`config.mk`:
```
export PLATFORM = sky130hd
export DESIGN_NAME = qspi_target
export DESIGN_NICKNAME = d
export VERILOG_FILES = /design/src/rtl/qspi_target_pkg.sv /design/src/rtl/qspi_target_mem.sv /design/src/rtl/qspi_target.sv
export SDC_FILE = /design/constraint.sdc
export NUM_CORES = 2
export LEC_CHECK = 0
export CORE_ASPECT_RATIO = 2
export CORE_MARGIN = 2
export CORE_UTILIZATION = 38
export DETAILED_ROUTE_END_ITERATION = 8
export DONT_BUFFER_PORTS = 1
export PLACE_DENSITY = 0.59
export REMOVE_ABC_BUFFERS = 1
export SLEW_MARGIN = 20
export SYNTH_ARGS = -nofsm -noshare
export SYNTH_HDL_FRONTEND = slang
export SYNTH_SLANG_ARGS = --single-unit
```
`constraint.sdc`:
```
create_clock -name clk -period 3.3 [get_ports clk]
set_input_delay 0.495 -clock clk [delete_from_list [all_inputs] [get_ports clk]]
set_output_delay 0.495 -clock clk [all_outputs]
set_load 0.01 [all_outputs]
```
`src/rtl/qspi_target_pkg.sv`:
```
// Shared definitions for the quad-SPI memory responder: command opcodes,
// address framing and the transaction state encoding.
package qspi_target_pkg;

  localparam logic [7:0]  CMD_QREAD    = 8'hEB;
  localparam logic [7:0]  CMD_QWRITE   = 8'h38;
  localparam int unsigned ADDR_NIBBLES = 6;

  typedef enum logic [2:0] {
    S_IDLE   = 3'd0,
    S_CMD    = 3'd1,
    S_ADDR   = 3'd2,
    S_DUMMY  = 3'd3,
    S_RDATA  = 3'd4,
    S_WDATA  = 3'd5,
    S_IGNORE = 3'd6
  } state_e;

endpackage

```
`src/rtl/qspi_target_mem.sv`:
```
// Byte-wide backing store: one combinational read port, a serial write port
// and a backdoor write port that takes precedence on an address collision.
module qspi_target_mem
  import qspi_target_pkg::*;
#(
  parameter int unsigned DEPTH = 256,
  localparam int unsigned AW = $clog2(DEPTH)
) (
  input  logic          clk,
  input  logic [AW-1:0] rd_addr,
  output logic [7:0]    rd_data,
  input  logic          s_we,
  input  logic [AW-1:0] s_addr,
  input  logic [7:0]    s_data,
  input  logic          ld_we,
  input  logic [AW-1:0] ld_addr,
  input  logic [7:0]    ld_data
);

  logic [7:0] mem_q [DEPTH];
  logic       s_blocked_s;

  assign rd_data     = mem_q[rd_addr];
  assign s_blocked_s = ld_we && (ld_addr == s_addr);

  // Contents survive reset; the backdoor wins when both ports hit one byte
  always_ff @(posedge clk) begin
    if (s_we && !s_blocked_s) begin
      mem_q[s_addr] <= s_data;
    end
    if (ld_we) begin
      mem_q[ld_addr] <= ld_data;
    end
  end

endmodule

```
`src/rtl/qspi_target.sv`:
```
// Quad-SPI memory responder serving 0xEB quad reads and 0x38 quad writes
// from an internal byte array; the system clock doubles as the SPI clock.
module qspi_target
  import qspi_target_pkg::*;
#(
  parameter int unsigned DEPTH    = 256,
  parameter int unsigned DUMMY    = 6,
  parameter bit          READONLY = 1'b0,
  localparam int unsigned AW = $clog2(DEPTH)
) (
  input  logic          clk,
  input  logic          reset,
  input  logic          cs_n,
  input  logic [3:0]    sio_in,
  output logic [3:0]    sio_out,
  output logic          sio_oe,
  input  logic          ld_we,
  input  logic [AW-1:0] ld_addr,
  input  logic [7:0]    ld_data,
  output logic          busy
);

  localparam logic [3:0] ADDR_LAST  = 4'(ADDR_NIBBLES - 32'd1);
  localparam logic [3:0] DUMMY_LAST = 4'(DUMMY - 32'd1);
  localparam logic       WR_ALLOW   = ~READONLY;

  state_e        state_q, state_d;
  logic [3:0]    cnt_q, cnt_d;
  logic          phase_q, phase_d;
  logic [3:0]    hi_q, hi_d;
  logic          rd_q, rd_d;
  logic [AW-1:0] addr_q, addr_d;
  logic          armed_q, armed_d;
  logic [3:0]    sio_out_q, sio_out_d;
  logic          sio_oe_q, sio_oe_d;
  logic          busy_q;

  logic          wr_en_s;
  logic [7:0]    wr_data_s;
  logic [7:0]    rd_byte_s;
  logic [7:0]    cmd_s;

  assign cmd_s   = {hi_q, sio_in};
  assign sio_out = sio_out_q;
  assign sio_oe  = sio_oe_q;
  assign busy    = busy_q;

  qspi_target_mem #(.DEPTH(DEPTH)) u_mem (
    .clk     (clk),
    .rd_addr (addr_q),
    .rd_data (rd_byte_s),
    .s_we    (wr_en_s),
    .s_addr  (addr_q),
    .s_data  (wr_data_s),
    .ld_we   (ld_we),
    .ld_addr (ld_addr),
    .ld_data (ld_data)
  );

  // Next-state, counters, address assembly and output data selection
  always_comb begin
    state_d   = state_q;
    cnt_d     = cnt_q;
    phase_d   = phase_q;
    hi_d      = hi_q;
    rd_d      = rd_q;
    addr_d    = addr_q;
    armed_d   = armed_q;
    sio_out_d = sio_out_q;
    sio_oe_d  = sio_oe_q;
    wr_en_s   = 1'b0;
    wr_data_s = {hi_q, sio_in};

    if (cs_n) begin
      state_d   = S_IDLE;
      cnt_d     = 4'd0;
      phase_d   = 1'b0;
      hi_d      = 4'h0;
      rd_d      = 1'b0;
      addr_d    = '0;
      armed_d   = 1'b1;
      sio_out_d = 4'h0;
      sio_oe_d  = 1'b0;
    end else begin
      case (state_q)
        S_IDLE: begin
          // A select already low when reset released is not a valid frame
          if (armed_q) begin
            state_d = S_CMD;
            hi_d    = sio_in;
          end else begin
            state_d = S_IDLE;
          end
        end
        S_CMD: begin
          cnt_d = 4'd0;
          if (cmd_s == CMD_QREAD) begin
            state_d = S_ADDR;
            rd_d    = 1'b1;
          end else if (cmd_s == CMD_QWRITE) begin
            state_d = S_ADDR;
            rd_d    = 1'b0;
          end else begin
            state_d = S_IGNORE;
          end
        end
        S_ADDR: begin
          addr_d = (addr_q << 3'd4) | AW'(sio_in);
          if (cnt_q == ADDR_LAST) begin
            cnt_d   = 4'd0;
            phase_d = 1'b0;
            state_d = rd_q ? S_DUMMY : S_WDATA;
          end else begin
            cnt_d = cnt_q + 4'd1;
          end
        end
        S_DUMMY: begin
          if (cnt_q == DUMMY_LAST) begin
            state_d   = S_RDATA;
            cnt_d     = 4'd0;
            phase_d   = 1'b1;
            sio_out_d = rd_byte_s[7:4];
            sio_oe_d  = 1'b1;
          end else begin
            cnt_d = cnt_q + 4'd1;
          end
        end
        S_RDATA: begin
          if (phase_q) begin
            sio_out_d = rd_byte_s[3:0];
            addr_d    = addr_q + AW'(1'b1);
            phase_d   = 1'b0;
          end else begin
            sio_out_d = rd_byte_s[7:4];
            phase_d   = 1'b1;
          end
        end
        S_WDATA: begin
          if (phase_q) begin
            wr_en_s = WR_ALLOW;
            addr_d  = addr_q + AW'(1'b1);
            phase_d = 1'b0;
          end else begin
            hi_d    = sio_in;
            phase_d = 1'b1;
          end
        end
        S_IGNORE: begin
          state_d = S_IGNORE;
        end
        default: begin
          state_d  = S_IDLE;
          sio_oe_d = 1'b0;
        end
      endcase
    end
  end

  // State and output registers with synchronous reset
  always_ff @(posedge clk) begin
    if (reset) begin
      state_q   <= S_IDLE;
      cnt_q     <= 4'd0;
      phase_q   <= 1'b0;
      hi_q      <= 4'h0;
      rd_q      <= 1'b0;
      addr_q    <= '0;
      armed_q   <= 1'b0;
      sio_out_q <= 4'h0;
      sio_oe_q  <= 1'b0;
      busy_q    <= 1'b0;
    end else begin
      state_q   <= state_d;
      cnt_q     <= cnt_d;
      phase_q   <= phase_d;
      hi_q      <= hi_d;
      rd_q      <= rd_d;
      addr_q    <= addr_d;
      armed_q   <= armed_d;
      sio_out_q <= sio_out_d;
      sio_oe_q  <= sio_oe_d;
      busy_q    <= (state_d != S_IDLE);
    end
  end

endmodule

```
# [Word level (Yosys, flattened, before mapping)]
# Memories as Yosys holds them, arrays and structs flattened. A register that Yosys moved wholly into a read port is not among the register bits.
# Cells that the tools add are included.
[word_totals] wordCells=85 input_bits=24 reg_bits=28 n_memories=1 ram_bits=2048
[op_classes] n_mux=34 n_addsub=2 reduce_logical=21 n_eq_ne=15 bitwise_logic=2
[memory_table] memory="u_mem.mem_q" words=256 word_bits=8 rd=1 rd_clocked_by_memory_dff=1 wr=2 line="qspi_target_mem.sv:20" source="logic [7:0] mem_q [DEPTH];"
[op_table] op="$mux W8" n=3
[op_table] op="$pmux W4 S2" n=3
[op_table] op="$mux W4" n=5
[op_table] op="$mux W3" n=6
[op_table] op="$pmux W3 S6" n=1
[op_table] op="$pmux W8 S2" n=1
[op_table] op="$mux W1" n=13
[op_table] op="$reduce_bool A2 Y1" n=5
[op_table] op="$eq A3 B3 Y1 const B" n=3
[op_table] op="$add A8 B1 Y8 const B" n=1
[op_table] op="$eq A8 B6 Y1 const B" n=1
[op_table] op="$eq A8 B8 Y1" n=1
[op_table] op="$eq A8 B8 Y1 const B" n=1
[op_table] op="$ne A2 B2 Y1 const B" n=4
[op_table] op="$or A8 B4 Y8" n=1
[op_table] op="$reduce_and A2 Y1" n=4
[op_table] op="$eq A3 B2 Y1 const B" n=2
[op_table] op="$reduce_and A3 Y1" n=2
[op_table] op="$reduce_bool A3 Y1" n=2
[op_table] op="$reduce_or A2 Y1" n=3
[op_table] op="$reduce_or A6 Y1" n=1
[op_table] op="$add A4 B1 Y4 const B" n=1
[op_table] op="$eq A4 B3 Y1 const B" n=1
[op_table] op="$eq A3 B1 Y1 const B" n=1
[op_table] op="other kinds (7)" n=8

# [Depth between registers and ports, before layout]
[logic_depth] depth_word=6 depth_mapped=13 mapped_depth_nobuf=9

# [Cells and area by module]
# A second synthesis with hierarchy kept.
[hier_totals] cells_unflattened=6799 hier_area_um2=107994.8
[by_module_without_submodules] mod="qspi_target_mem" instances=1 area_per_inst_um2=106389.5 cells_each=6609 seq_area_each_um2=61499.0
[by_module_without_submodules] mod="qspi_target" instances=1 area_per_inst_um2=1605.3 cells_each=190 seq_area_each_um2=560.5

# [Least setup slack after synthesis]
# Ideal clock, no wire load.
[synth_timing] path_type="input-to-reg" startpoint="in ld_addr[1]" endpoint="mem u_mem.mem_q[19][0] (enable)" required_ps=2916 arrival_time_ps=2521 slack_ps=395 stages=9 path_buffers=4 path_cell_list="clkbuf_1 -> xnor2_1 -> nand4_1 -> o31a_1 -> clkbuf_1 -> buf_1 -> nand3_1 -> clkbuf_1 -> o21ai_0"
[synth_rtl] item="start: declaration" line="qspi_target.sv:18" source="input logic [AW-1:0] ld_addr,"
[synth_rtl] item="end: declaration" line="qspi_target_mem.sv:20"

==> flow_metrics.py <==
metrics = {
    "outcome": {
        "status": "finished with violations",
        "violations": "max-slew violations, negative setup slack",
    },
    "global_routing": {
        "grt_start_max_net_pins": 261,
        "grt.overflow.total": 0,
        "grt_pass1_wl_um": 562000,
        "antenna_found_initial": 30,
        "grt_pass1_vias": 70800,
        "track_usage_pct": 27.5,
    },
    "route": {
        "detail_route.drc_violations": 0,
        "wl_met3_um": 27800,
        "first_iter_violations": 7129,
        "ant_nets": 0,
        "drt_pass1_iterations": 6,
        "met2_length_um": 206000,
        "m1WireLength_um": 133000,
        "wl_per_cell_um": 36.8,
        "routed-via-count": 68300,
        "totalWireLength_um": 407000,
        "routed.top_layer": "met5",
        "drt-vias-per-instance": 6.19,
    },
    "power_and_ir_drop": {
        "p_leak_nw": 39.6,
        "p_sw_mw": 11.5,
        "total_power_mw": 53.5,
        "peakVddDrop_mv": 0.444,
        "clkPwrFrac_pct": 41.7,
        "p_seq_share_pct": 54.2,
        "power_density_mw_per_mm2": 433,
        "p_comb_share_pct": 4.1,
        "switching_share_pct": 21.5,
        "power.internal_mw": 42.0,
    },
    "logic_synthesis": {
        "syn_inst": 6830,
        "syn_area_per_cell_um2": 15.8,
        "synth_area_mm2": 0.108,
        "synth_edf_count": 2048,
        "yosys_warnings": 0,
        "synth_seq_cells": 2084,
        "synth_ff_type": "edfxtp_1",
        "ys_seq_area_share_pct": 57.5,
        "ys_types": 64,
        "synthArstFlopShare_pct": 0,
    },
    "sta": {
        "worstMarginPinSlew_ps": 2170,
        "slew_headroom_pct": -44.8,
        "layout_min_cycle_time_ps": 3370,
        "fin_skew_ps": 48.4,
        "fmax_mhz": 297,
        "finalCritPeriodShare_pct": 102,
        "setup_viol": 2,
        "setup_slack_ps": -70.0,
        "slew_violations": 362,
        "rsz0062_at_grt": "false",
        "hold_ws_ps": 16.3,
        "finalHoldViolations": 0,
    },
    "floorplan": {
        "dieHeight_um": 759,
        "initial_core_util_pct": 38.1,
        "die_w_um": 381,
        "io_pins": 30,
        "num_rows": 277,
        "dieArea_mm2": 0.289,
        "core-area_mm2": 0.284,
    },
    "critical_path": {
        "cp-end-kind": "flop",
        "cp-start-kind": "flop",
        "critPathRequiredTime_ps": 4080,
        "crit_type": "reg -> reg",
        "cp_max_fo": 20,
        "arrival_ps": 4150,
    },
    "final_layout": {
        "fin_cells": 11000,
        "layout_commonest_cell": "mux2_2",
        "finalNetCount": 7156,
        "area_growth_pct": 14.2,
        "mostFrequentLayoutCells": "mux2_2 (2080), edfxtp_1 (2048), buf_4 (740)",
        "final_area_mm2": 0.124,
        "drive_gt1_share_pct": 51.1,
        "layout.core_utilization_pct": 43.5,
    },
    "clock_tree": {
        "cts_htree_levels": 4,
        "root_buffer": "clkbuf_16",
        "cts_buffers": 190,
        "insertion_delay_ps": 890,
        "tritoncts": "done",
        "cts_buffer_depth": 4,
        "post-cts-setup-buffer-count": 0,
        "clkTransAtPathRegs_ps": 70,
        "clock_sinks": 2084,
    },
    "placed_design": {
        "placed_area_mm2": 0.117,
        "portBuffers": 0,
        "gp_congestion": 0.951,
        "dpl.hpwl_um": 254000,
        "numPlacedInstances": 10700,
    },
    "flow_run": {
        "maxCapViolations": 0,
    },
    "worst_hold_path": {
        "min_path_type": "in -> reg",
    },
}
[cell type report]
type / count / area [um^2]
antenna: 16 / 40.0
clock buffer: 227 / 5000
clock inverter: 102 / 910
fill: 25200 / 160000
inverter: 13 / 48.8
multi-input combinational: 3973 / 42900
sequential: 2084 / 62300
tap: 3766 / 4710
timing repair buffer: 864 / 7740
[timing repair]
action                                  4_1_cts  5_1_grt
endpoints found under the setup margin        4       12
gates resized for setup                       7       12
pin swaps                                     0        1
hold endpoints to repair                    303       81
hold buffers                                 41        5
[cells in the mapped netlist, types with 6 or more instances]
cell type,n,area (um^2)
xnor2_1,8,70.1
mux2_2,2080,23400
ha_1,6,75.1
o32ai_1,7,61.3
buf_6,20,225
o22ai_1,234,1460
edfxtp_1,2048,61500
nor4_1,12,75.1
or2_2,7,43.8
nor3_1,32,160
and3_1,13,81.3
nand2b_1,19,119
and2_1,12,75.1
buf_1,26,97.6
mux2i_1,177,1770
a22o_1,32,280
nand2_1,214,803
mux4_2,468,10500
buf_2,66,330
a221oi_1,25,219
a21oi_1,36,180
a22oi_1,30,225
o221ai_1,26,228
o21ai_0,110,551
dfxtp_1,36,721
nor2_1,244,916
a211oi_1,32,240
a31oi_1,6,37.5
nand3b_1,7,52.6
inv_1,12,45.0
nor2b_1,28,175
buf_4,31,233
clkbuf_1,609,2290
nand4_1,8,50.1
nand3_1,35,175
o31ai_1,9,67.6
[through the flow]
| stage | setup WS, ps | setup TNS (ps) |
|---|---|---|
| after floorplan | -21570 | -952910 |
| after global placement | -395 | -396 |
| after detailed placement | -346 | -422 |
| after CTS | 14.8 | 0 |
| after global routing | 6.74 | 0 |
| final | -70.0 | -82.9 |
[registers in the layout, summed over array words and instances, names as in the netlist, 3 cells and up, named ones only]
name	count
u_mem.mem_q	2048
addr_q	8
cnt_q	4
hi_q	4
sio_out	4
state_q	3
[metal layers]
metal,vias up,global-route usage [%]
met4,14,22.5
met5,-,0
met1,36000,29.0
met3,1180,4.65
li1,27800,-
met2,3312,48.1
[worst paths after layout]
| check | end | cells after the start | from | slack, ps |
|---|---|---|---|---|
| worst max-delay path | sio_out[1] | 8 | flop | -70 |
| worst min-delay path | rd_q | 4 | sio_in[2] | 20 |
| worst max register to register | sio_out[1] | 8 | flop | -70 |
| worst min register to register | rd_q | 2 | rd_q | 490 |
[power by group through the flow]
stage | Clock (mW) | Combinational [mW] | Sequential [mW]
final | 22.3 | 2.17 | 29.0
after global routing | 23.3 | 2.25 | 29.0
after CTS | 22.6 | 2.03 | 29.0
after detailed placement | 0 | 1.77 | 29.6
after global placement | 0 | 1.71 | 29.6
after floorplan | 0 | 1.38 | 29.7
[cell families (layout without fill, tap and decap cells)]
kind of cell	after synthesis	in the layout	synth area share [%]
mux	2725	2725	33.0
xor+xnor	9	9	0.0728
flops	2084	2084	57.5
simple gates	644	644	2.61
other cells	0	16	0
compound gates	589	589	3.64
buf+inv	773	1206	3.09
fa+ha+maj	6	6	0.0694
[critical path: stages, from the launching register on]
cell	delay, ps
dfxtp_4	530
buf_12	240
buf_4	240
mux4_2	330
a221oi_1	950
o22ai_1	340
o22ai_1	330
o31ai_1	140
o2111a_1	130
(Power assumes the default switching activity.)
